==> src/rtl/sum_acc_pkg.sv <==
// sum_acc_pkg: shared state type, default sizes and counter-width helper for sum_accumulator
package sum_acc_pkg;
  typedef enum logic {ST_ACCUM, ST_HOLD} state_t;
  localparam int SUM_IN_W  = 5;
  localparam int SUM_ACC_W = 8;
  localparam int SUM_COUNT = 4;
  function automatic int acc_cnt_w(input int count);
    return (count <= 2) ? 1 : $clog2(count);
  endfunction
endpackage

==> src/rtl/sum_accumulator.sv <==
// sum_accumulator: sums COUNT accepted adder results and presents the total with a sticky overflow flag
module sum_accumulator
  import sum_acc_pkg::*;
#(
  parameter int IN_W  = SUM_IN_W,
  parameter int ACC_W = SUM_ACC_W,
  parameter int COUNT = SUM_COUNT
) (
  input  logic             clk,
  input  logic             rst,
  input  logic             clear,
  input  logic             in_valid,
  output logic             in_ready,
  input  logic [IN_W-1:0]  in_sum,
  output logic             out_valid,
  input  logic             out_ready,
  output logic [ACC_W-1:0] out_acc,
  output logic             out_ovf
);
  localparam int CW = acc_cnt_w(COUNT);
  localparam int SW = ACC_W + 1;
  localparam logic [CW-1:0] LAST = CW'(COUNT - 1);
  state_t state_q, state_d;
  logic [ACC_W-1:0] acc_q, acc_d;
  logic [CW-1:0] cnt_q, cnt_d;
  logic ovf_q, ovf_d, rdy_q;
  logic [ACC_W:0] sum;
  logic last;
  assign sum       = {1'b0, acc_q} + SW'(in_sum);
  assign last      = cnt_q == LAST;
  assign in_ready  = rdy_q & (state_q == ST_ACCUM) & ~clear;
  assign out_valid = state_q == ST_HOLD;
  assign out_acc   = acc_q;
  assign out_ovf   = ovf_q;
  // next state: clear beats the output transfer, which beats an input accept
  always_comb begin
    state_d = state_q;
    acc_d   = acc_q;
    cnt_d   = cnt_q;
    ovf_d   = ovf_q;
    if (clear) begin
      state_d = ST_ACCUM;
      acc_d   = '0;
      cnt_d   = '0;
      ovf_d   = 1'b0;
    end else if (out_valid && out_ready) begin
      state_d = ST_ACCUM;
      acc_d   = '0;
      ovf_d   = 1'b0;
    end else if (in_valid && in_ready) begin
      acc_d   = sum[ACC_W-1:0];
      ovf_d   = ovf_q | sum[ACC_W];
      cnt_d   = last ? '0 : cnt_q + 1'b1;
      state_d = last ? ST_HOLD : ST_ACCUM;
    end
  end
  // state registers; rdy_q holds off in_ready until the first clock after reset
  always_ff @(posedge clk or posedge rst) begin
    if (rst) begin
      state_q <= ST_ACCUM;
      acc_q   <= '0;
      cnt_q   <= '0;
      ovf_q   <= 1'b0;
      rdy_q   <= 1'b0;
    end else begin
      state_q <= state_d;
      acc_q   <= acc_d;
      cnt_q   <= cnt_d;
      ovf_q   <= ovf_d;
      rdy_q   <= 1'b1;
    end
  end
endmodule

==> config.mk <==
export PLATFORM = sky130hd
export DESIGN_NAME = sum_accumulator
export DESIGN_NICKNAME = d
export VERILOG_FILES = /design/src/rtl/sum_acc_pkg.sv /design/src/rtl/sum_accumulator.sv
export SDC_FILE = /design/constraint.sdc
export NUM_CORES = 1
export LEC_CHECK = 0
export BUFFER_PORTS_ARGS = -buffer_cell sky130_fd_sc_hd__buf_2
export CORE_MARGIN = 1
export CORE_UTILIZATION = 39
export DETAILED_ROUTE_END_ITERATION = 16
export HOLD_SLACK_MARGIN = 0.12
export PLACE_DENSITY = 0.69
export SLEW_MARGIN = 20
export SYNTH_ARGS = -nofsm -noshare
export SYNTH_HDL_FRONTEND = slang
export SYNTH_SLANG_ARGS = --single-unit
==> constraint.sdc <==
create_clock -name clk -period 1.8 [get_ports clk]
set_clock_uncertainty 0.15 [all_clocks]
set_input_delay 0.09 -clock clk [delete_from_list [all_inputs] [get_ports clk]]
set_output_delay 0.09 -clock clk [all_outputs]
set_load 0.02 [all_outputs]
# Word level (Yosys, flattened, before mapping)
# Cells that the tools add are included.
[classes] bitwise=5 eq_ne=2 n_mux=14 n_addsub=2 reduce_logical=5
[op_table] operator="$mux W8" count=3
[op_table] operator="$add A8 B5 Y9" count=1
[op_table] operator="$mux W2" count=4
[op_table] operator="$mux W1" count=7
[op_table] operator="$reduce_bool A3 Y1" count=1
[op_table] operator="$add A2 B1 Y2 const B" count=1
[op_table] operator="$and A1 B1 Y1" count=2
[op_table] operator="$eq A2 B2 Y1 const B" count=1
[op_table] operator="$logic_and A1 B1 Y1" count=2
[op_table] operator="$ne A2 B2 Y1 const B" count=1
[op_table] operator="$not A1 Y1" count=2
[op_table] operator="$reduce_and A2 Y1" count=1
[op_table] operator="$reduce_bool A2 Y1" count=1
[op_table] operator="$or A1 B1 Y1" count=1
[totals] input_bits=10 ff_bits=13 word_cells=33 out_inout_bits=11

# Logic depth before layout (Yosys ltp)
# Gate-level depths: netlist (run 1).
[logic_depth] depth_word=7 depth_mapped=6 ltp_nobuf=6

# Worst setup path before layout (run 1)
# OpenSTA, ideal clock, no wires.
[synth_path] path_type="reg2reg" startpoint="register acc_q[0] (netlist: out_acc[0])" endpoint="register acc_q[4] (netlist: out_acc[4])" synth_period_minus_slack_ns=1.911 arrival_ns=1.640 setup_slack_ns=-0.111 setup_ns=0.121 n_path_buf=0 t_required_ns=1.529 stages_incl_launch_ff=7 cell_sequence="dfrtp_1 > ha_1 > fa_1 > a21o_1 > a21oi_1 > xnor2_1 > a22o_1"
[synth_between] elab_chain_len=4
[synth_lines] element="start, declared" line_no="sum_accumulator.sv:24" rtl="logic [ACC_W-1:0] acc_q, acc_d;"
[synth_lines] element="start signal, assigned" line_no="sum_accumulator.sv:61" rtl="acc_q <= '0;"
[synth_lines] element="start signal, assigned" line_no="sum_accumulator.sv:67" rtl="acc_q <= acc_d;"
[synth_lines] element="$add A8 B5 Y9" line_no="sum_accumulator.sv:29" rtl="assign sum = {1'b0, acc_q} + SW'(in_sum);"
[synth_lines] element="$mux W8" line_no="sum_accumulator.sv:50" rtl="end else if (in_valid && in_ready) begin"
[synth_lines] element="$mux W8" line_no="sum_accumulator.sv:46" rtl="end else if (out_valid && out_ready) begin"
[synth_lines] element="$mux W8" line_no="sum_accumulator.sv:41" rtl="if (clear) begin"
# Every way passes these cells. The select of a mux whose other input is x is not followed.
# A chain may end at the register's enable or synchronous reset.

# Worst setup path in the final report (run 1)
# Ends and elaborated chain as after synthesis.

==> impl_metrics.yaml, run 1 <==
worst_setup_path:
  rr_worst_depth: 6
  cp_max_fo: 3
  crit_end: "out_acc[4]"
  end_kind: "flip-flop"
  critPathRequiredTime_ns: 1.81
  timing.rr.start: "out_acc[0]"
  cp_slowest_cell: "dfrtp_2"
  arrival_ns: 1.80
  slowest_delay_ns: 0.44
  r2r_end: "out_acc[4]"
  critPathKind: "reg -> reg"
  crit_start: "out_acc[0]"
  crit_chain: "ha_4, fa_2, a21o_1, a21oi_2, xnor2_1, a22o_1"
  cp-start-kind: "flip-flop"
  r2r_slack_ns: 0.01
sta:
  finalCritPeriodShare_pct: 99.4
  layout_setup_ws_ns: 0.0105
  setup_viol: 0
  clock.fmax_mhz: 559
  final_max_slew_viol_count: 0
  finalCriticalPeriod_ns: 1.79
  rsz0062_at_grt: "true"
  relSlewSlack_pct: 66.6
  hold_slack_ns: 0.125
  hold_viol_final: 0
  worst_slew_pin_slew_ns: 0.501
finish:
  nets: 114
  num_antenna_cells: 0
  fillers: 161
  drive_gt1_share_pct: 35.4
  fin_cells: 121
  syn_to_final_growth_pct: 30.4
detailed_routing:
  drt_iter0_markers: 0
  wirelength_um: 1440
  vias_per_cell: 4.91
  wl_per_cell_um: 11.9
  drt_pass1_iterations: 1
  vias: 594
  ant_nets: 0
  drc: 0
floorplan:
  die_area_sq_um: 2060
  fp.dieW_um: 45.4
  die_y_um: 45.4
  core_sq_um: 1750
  rows: 15
  initial_core_util_pct: 42.2
  ios: 21
grt:
  grtUsageMet1_pct: 21.9
  grt_pass1_wl_um: 2370
  antenna_found_initial: 0
  grt_overflow_total: 0
  track_usage_pct: 16.2
  grt_util_met3_pct: 3.57
  grt.busiest_layer: "met2"
  grt_pass1_vias: 560
  met2_usage_pct: 25.4
  grt_max_degree: 15
clock_network:
  clockBufferDepth: 2
  cts.sinks: 13
  tritoncts: "done"
  path_clk_slew_ns: 0.08
  numCtsBuffers: 3
  htreeDepth: 1
  clkLatencyLatePin_ns: 0.27
  cts_root_buffer: "clkbuf_4"
yosys:
  ys.warnings.count: 0
  synth_area_leaders: "dfrtp_1, ha_1, a22o_1"
  synth_edf_count: 0
  synth_seq_cells: 13
  synth_most_common_cell: "dfrtp_1"
  synth_cell_types: 26
  synth_area_per_cell_sq_um: 11.0
  synth_seq_area_share_pct: 44.2
  synthFlopType: "dfrtp_1"
  synthTopCellsByCount: "dfrtp_1, ha_1, nand2_1, a22o_1, nor2_1"
  synthArstFlopShare_pct: 100
  yosysTopAreaCell: "dfrtp_1"
  syn_area_sq_um: 736
  synth_nets: 84
  synth_top_area_share_pct: 44.2
  synthCells: 67
hold_path:
  holdCritPathClass: "in -> reg"
placement:
  dpl.hpwl_um: 1040
  preCtsSetupSlack_ns: -0.00238
  routabilityCongestion: 0.768
  dp_cells: 111
  io_buffers: 20
outcome:
  status: "completed"
pwr:
  p_per_area_nw_per_um2: 661
  ir_drop_uv: 374
  total_power_w: 0.000634
  p_leak_nw: 0.520
job:
  maxCapViolCount: 0
metal layers:
layer / up-vias / routed length [um]
li1: 300 / -
met1: 279 / 693
met2: 15 / 685
met3: 0 / 63
met4: 0 / 0
met5: - / 0
metrics by stage:
stage / TNS, ns / util (%) / cell area, sq um
after floorplan: 0 / - / 746
after global placement: 0 / 49.4 / 862
after detailed placement: -0.00238 / 49.4 / 862
after CTS: 0 / 53.2 / 928
after global routing: -0.0853 / 55.0 / 960
final: 0 / 55.0 / 960
state kept, by name, summed over array words and instances, names as in the netlist:
register	count
cnt_q	2
out_acc	8
out_ovf	1
out_valid	1
rdy_q	1
kinds of logic (layout without fill, tap and decap cells):
family          after synthesis  count (layout)  synth area share, %
fa+ha+maj                     7               7                 12.9
other cells                   1               1                0.510
simple gates                 17              17                 11.6
xor+xnor                      3               3                 3.57
buf+inv                       4              33                 3.57
compound gates               18              18                 18.2
mux                           4               4                 5.44
flops                        13              13                 44.2
how the worst min path moves through the flow:
stage | slack, ns | startpoint | depth (start not counted) | endpoint
detailed placement | -0.002 | rst | 2 | out_acc[3]
global route | 0.14 | in_sum[1] | 3 | out_acc[1]
CTS | 0.12 | in_valid | 3 | cnt_q[1]
finish | 0.12 | in_valid | 3 | cnt_q[1]
global placement | -0.009 | rst | 2 | out_acc[3]
floorplan | -0.18 | rst | 1 | cnt_q[0]
worst max-delay path, delay by kind of cell, from the launching register on:
family	cells	cell delay, ns
fa+ha+maj	2	0.51
compound gates	3	0.51
flops	1	0.44
xor+xnor	1	0.07
area by class of cell:
class / instances / area [sq um] / area share [%]
inverters: 3 / 11.3 / 1.17
multi-input cells: 50 / 409 / 42.6
clock buffers: 4 / 26.3 / 2.74
flip-flops and latches: 13 / 327 / 34.0
repair buffers: 26 / 155 / 16.2
well taps: 25 / 31.3 / 3.26
what timing repair did:
action / CTS / global route
gates resized for setup: 0 / 2
pin swaps: 1 / 0
hold buffers: 4 / 0
hold endpoints to repair: 20 / 0
setup buffers: 0 / 2
setup endpoints to repair: 1 / 4
cell usage in the layout, fill, tap and decap left out, types with 2 or more instances in the layout:
cell	instances
dfrtp_1	12
o21ai_0	2
a21oi_1	3
ha_1	5
xor2_1	2
a22o_1	5
buf_4	2
clkbuf_4	3
mux2i_1	4
dlygate4sd3_1	4
nor2_1	5
inv_1	3
nand3_1	2
nand2_1	6
buf_2	20
power breakdown:
part / switching (W) / internal, W
logic: 0.0000737 / 0.0000632
clock network: 0.0000950 / 0.0000856
registers: 0.0000119 / 0.000305
total: 0.000181 / 0.000453
(Power assumes the default switching activity.)
==> run 2, diff against run 1 <==
--- a/config.mk
+++ b/config.mk
@@ -8,6 +8,7 @@
 export BUFFER_PORTS_ARGS = -buffer_cell sky130_fd_sc_hd__buf_2
 export CORE_MARGIN = 1
 export CORE_UTILIZATION = 39
+export CTS_BUF_LIST = sky130_fd_sc_hd__clkbuf_2 sky130_fd_sc_hd__clkbuf_4 sky130_fd_sc_hd__clkbuf_8
 export DETAILED_ROUTE_END_ITERATION = 16
 export HOLD_SLACK_MARGIN = 0.12
 export PLACE_DENSITY = 0.69
==> run 2 against run 1 <==
Effect of this change:
- utilization grew 0.21 points
- cell area up 0.39%
- non-clock buffer count did not move
- fmax increased by 0.13%
- sequential power barely moved
- highest routed layer unchanged
- first-iteration DRC count unchanged
==> impl_metrics.yaml, run 2 (synthesis results as in run 1) <==
sta:
  final_max_slew_viol_count: 0
  finalCritPeriodShare_pct: 99.3
  finalCriticalPeriod_ns: 1.79
  hold_viol_final: 0
  finalSetupTns_ns: 0
  layout_setup_ws_ns: 0.0129
  setup_viol: 0
  relSlewSlack_pct: 66.5
  worst_slew_pin_slew_ns: 0.501
  rsz0062_at_grt: "true"
  clock.fmax_mhz: 560
floorplan:
  die_area_sq_um: 2060
  rows: 15
  initial_core_util_pct: 42.2
  fp.dieW_um: 45.4
  die_y_um: 45.4
  core_sq_um: 1750
  ios: 21
placement:
  io_buffers: 20
  place_area_sq_um: 862
  dpl.hpwl_um: 1040
  routabilityCongestion: 0.768
  dp_cells: 111
  preCtsSetupSlack_ns: -0.00238
finish:
  nets: 114
  post-route-util_pct: 55.2
  mostFrequentLayoutCell: "buf_2"
  fin_cells: 121
  syn_to_final_growth_pct: 31.0
  drive_gt1_share_pct: 36.5
  ff_latch_area_sq_um: 327
  final_cell_mix: "buf_2, dfrtp_1, nand2_1"
  multi_input_area_sq_um: 409
  num_antenna_cells: 0
  fillers: 162
  stdcell_area_sq_um: 963
  largest_register_ffs: 8
grt:
  grt.busiest_layer: "met2"
  antenna_found_initial: 0
  grtUsageMet1_pct: 21.9
  track_usage_pct: 16.2
  met2_usage_pct: 25.4
  grt_overflow_total: 0
  grt_util_met3_pct: 3.57
  grt_max_degree: 15
  grt_pass1_vias: 563
  grt_pass1_wl_um: 2370
outcome:
  status: "completed"
worst_setup_path:
  critPathKind: "reg -> reg"
  timing.rr.start: "out_acc[0]"
  cp_max_fo: 3
  rr_worst_depth: 6
  crit_chain: "ha_4, fa_2, a21o_1, a21oi_2, xnor2_1, a22o_1"
  arrival_ns: 1.80
  r2r_slack_ns: 0.01
  cp-start-kind: "flip-flop"
  crit_family: "adder cells"
  end_kind: "flip-flop"
  critPathRequiredTime_ns: 1.81
  crit_buf_inv: 0
  r2r_end: "out_acc[4]"
  slowest_delay_ns: 0.44
  cp_slowest_cell: "dfrtp_2"
clock_network:
  htreeDepth: 1
  cts_root_buffer: "clkbuf_4"
  numCtsBuffers: 3
  path_clk_slew_ns: 0.08
  cts.sinks: 13
  clkLatencyLatePin_ns: 0.27
  clockBufferDepth: 2
  tritoncts: "done"
hold_path:
  hold_end: "cnt_q[1]"
  min_path_cells: 3
  holdCritPathClass: "in -> reg"
  holdCritStartpoint: "in_valid"
detailed_routing:
  drt_pass1_iterations: 1
  vias_per_cell: 4.92
  vias: 595
  ant_nets: 0
  drc: 0
  wl_per_cell_um: 12.0
  wirelength_um: 1450
  drt_iter0_markers: 0
pwr:
  p_per_area_nw_per_um2: 675
  ir_drop_uv: 371
  p_leak_nw: 0.523
job:
  maxCapViolCount: 0
-- run 2: changes by cell type in the layout (fill, tap and decap cells not counted) --
cell / before / now
clkbuf_4: 3 / 4
clkbuf_1: 1 / 0
-- run 2: worst max path at each step --
stage                from    endpoint  slack, ns  cells past startpoint
5_1_grt        out_acc[0]  out_acc[4]      -0.03                      6
3_5_place_dp   out_acc[0]     out_ovf     -0.002                      6
2_1_floorplan  out_acc[0]     out_ovf     0.0006                      6
3_3_place_gp   out_acc[0]     out_ovf       0.03                      6
6_report       out_acc[0]  out_acc[4]       0.01                      6
4_1_cts        out_acc[0]  out_acc[4]      0.009                      6
-- run 2: report_power, final --
part	switching (W)	leakage, nW	internal (W)
sequential	0.0000119	0.175	0.000305
clock	0.0000966	0.0184	0.000101
combinational	0.0000737	0.330	0.0000632
total	0.000182	0.523	0.000469
-- run 2: worst reg2reg max path: cells and delay by family (launching register included) --
| kind | cells | cell delay (ns) |
|---|---|---|
| flops | 1 | 0.44 |
| fa+ha+maj | 2 | 0.51 |
| compound gates | 3 | 0.51 |
| xor+xnor | 1 | 0.07 |
-- run 2: timing repair --
item | in CTS | in global routing
pin swaps | 1 | 0
gates resized for setup | 0 | 2
setup endpoints to repair | 1 | 4
hold buffers | 4 | 0
setup buffers | 0 | 2
endpoints found under the hold margin | 20 | 0
-- run 2: final cells by class --
class | instances | area share (%)
clock buffers | 4 | 3.12
repair buffers | 26 | 16.1
flip-flops and latches | 13 | 33.9
multi-input cells | 50 | 42.5
inverters | 3 | 1.17
well taps | 25 | 3.25
-- run 2: per-stage QoR --
stage                     total power [W]  hold WS (ns)
after detailed placement         0.000446      -0.00212
after floorplan                  0.000409        -0.183
after CTS                        0.000649         0.121
after global routing             0.000684         0.145
after global placement           0.000442      -0.00885
final                            0.000651         0.125
-- run 2: metal layers --
metal  vias to the layer above  part of all wire (%)
met5                         -                     0
met4                         0                     0
li1                        300                     -
met3                         0                   4.4
met1                       280                    48
met2                        15                    47
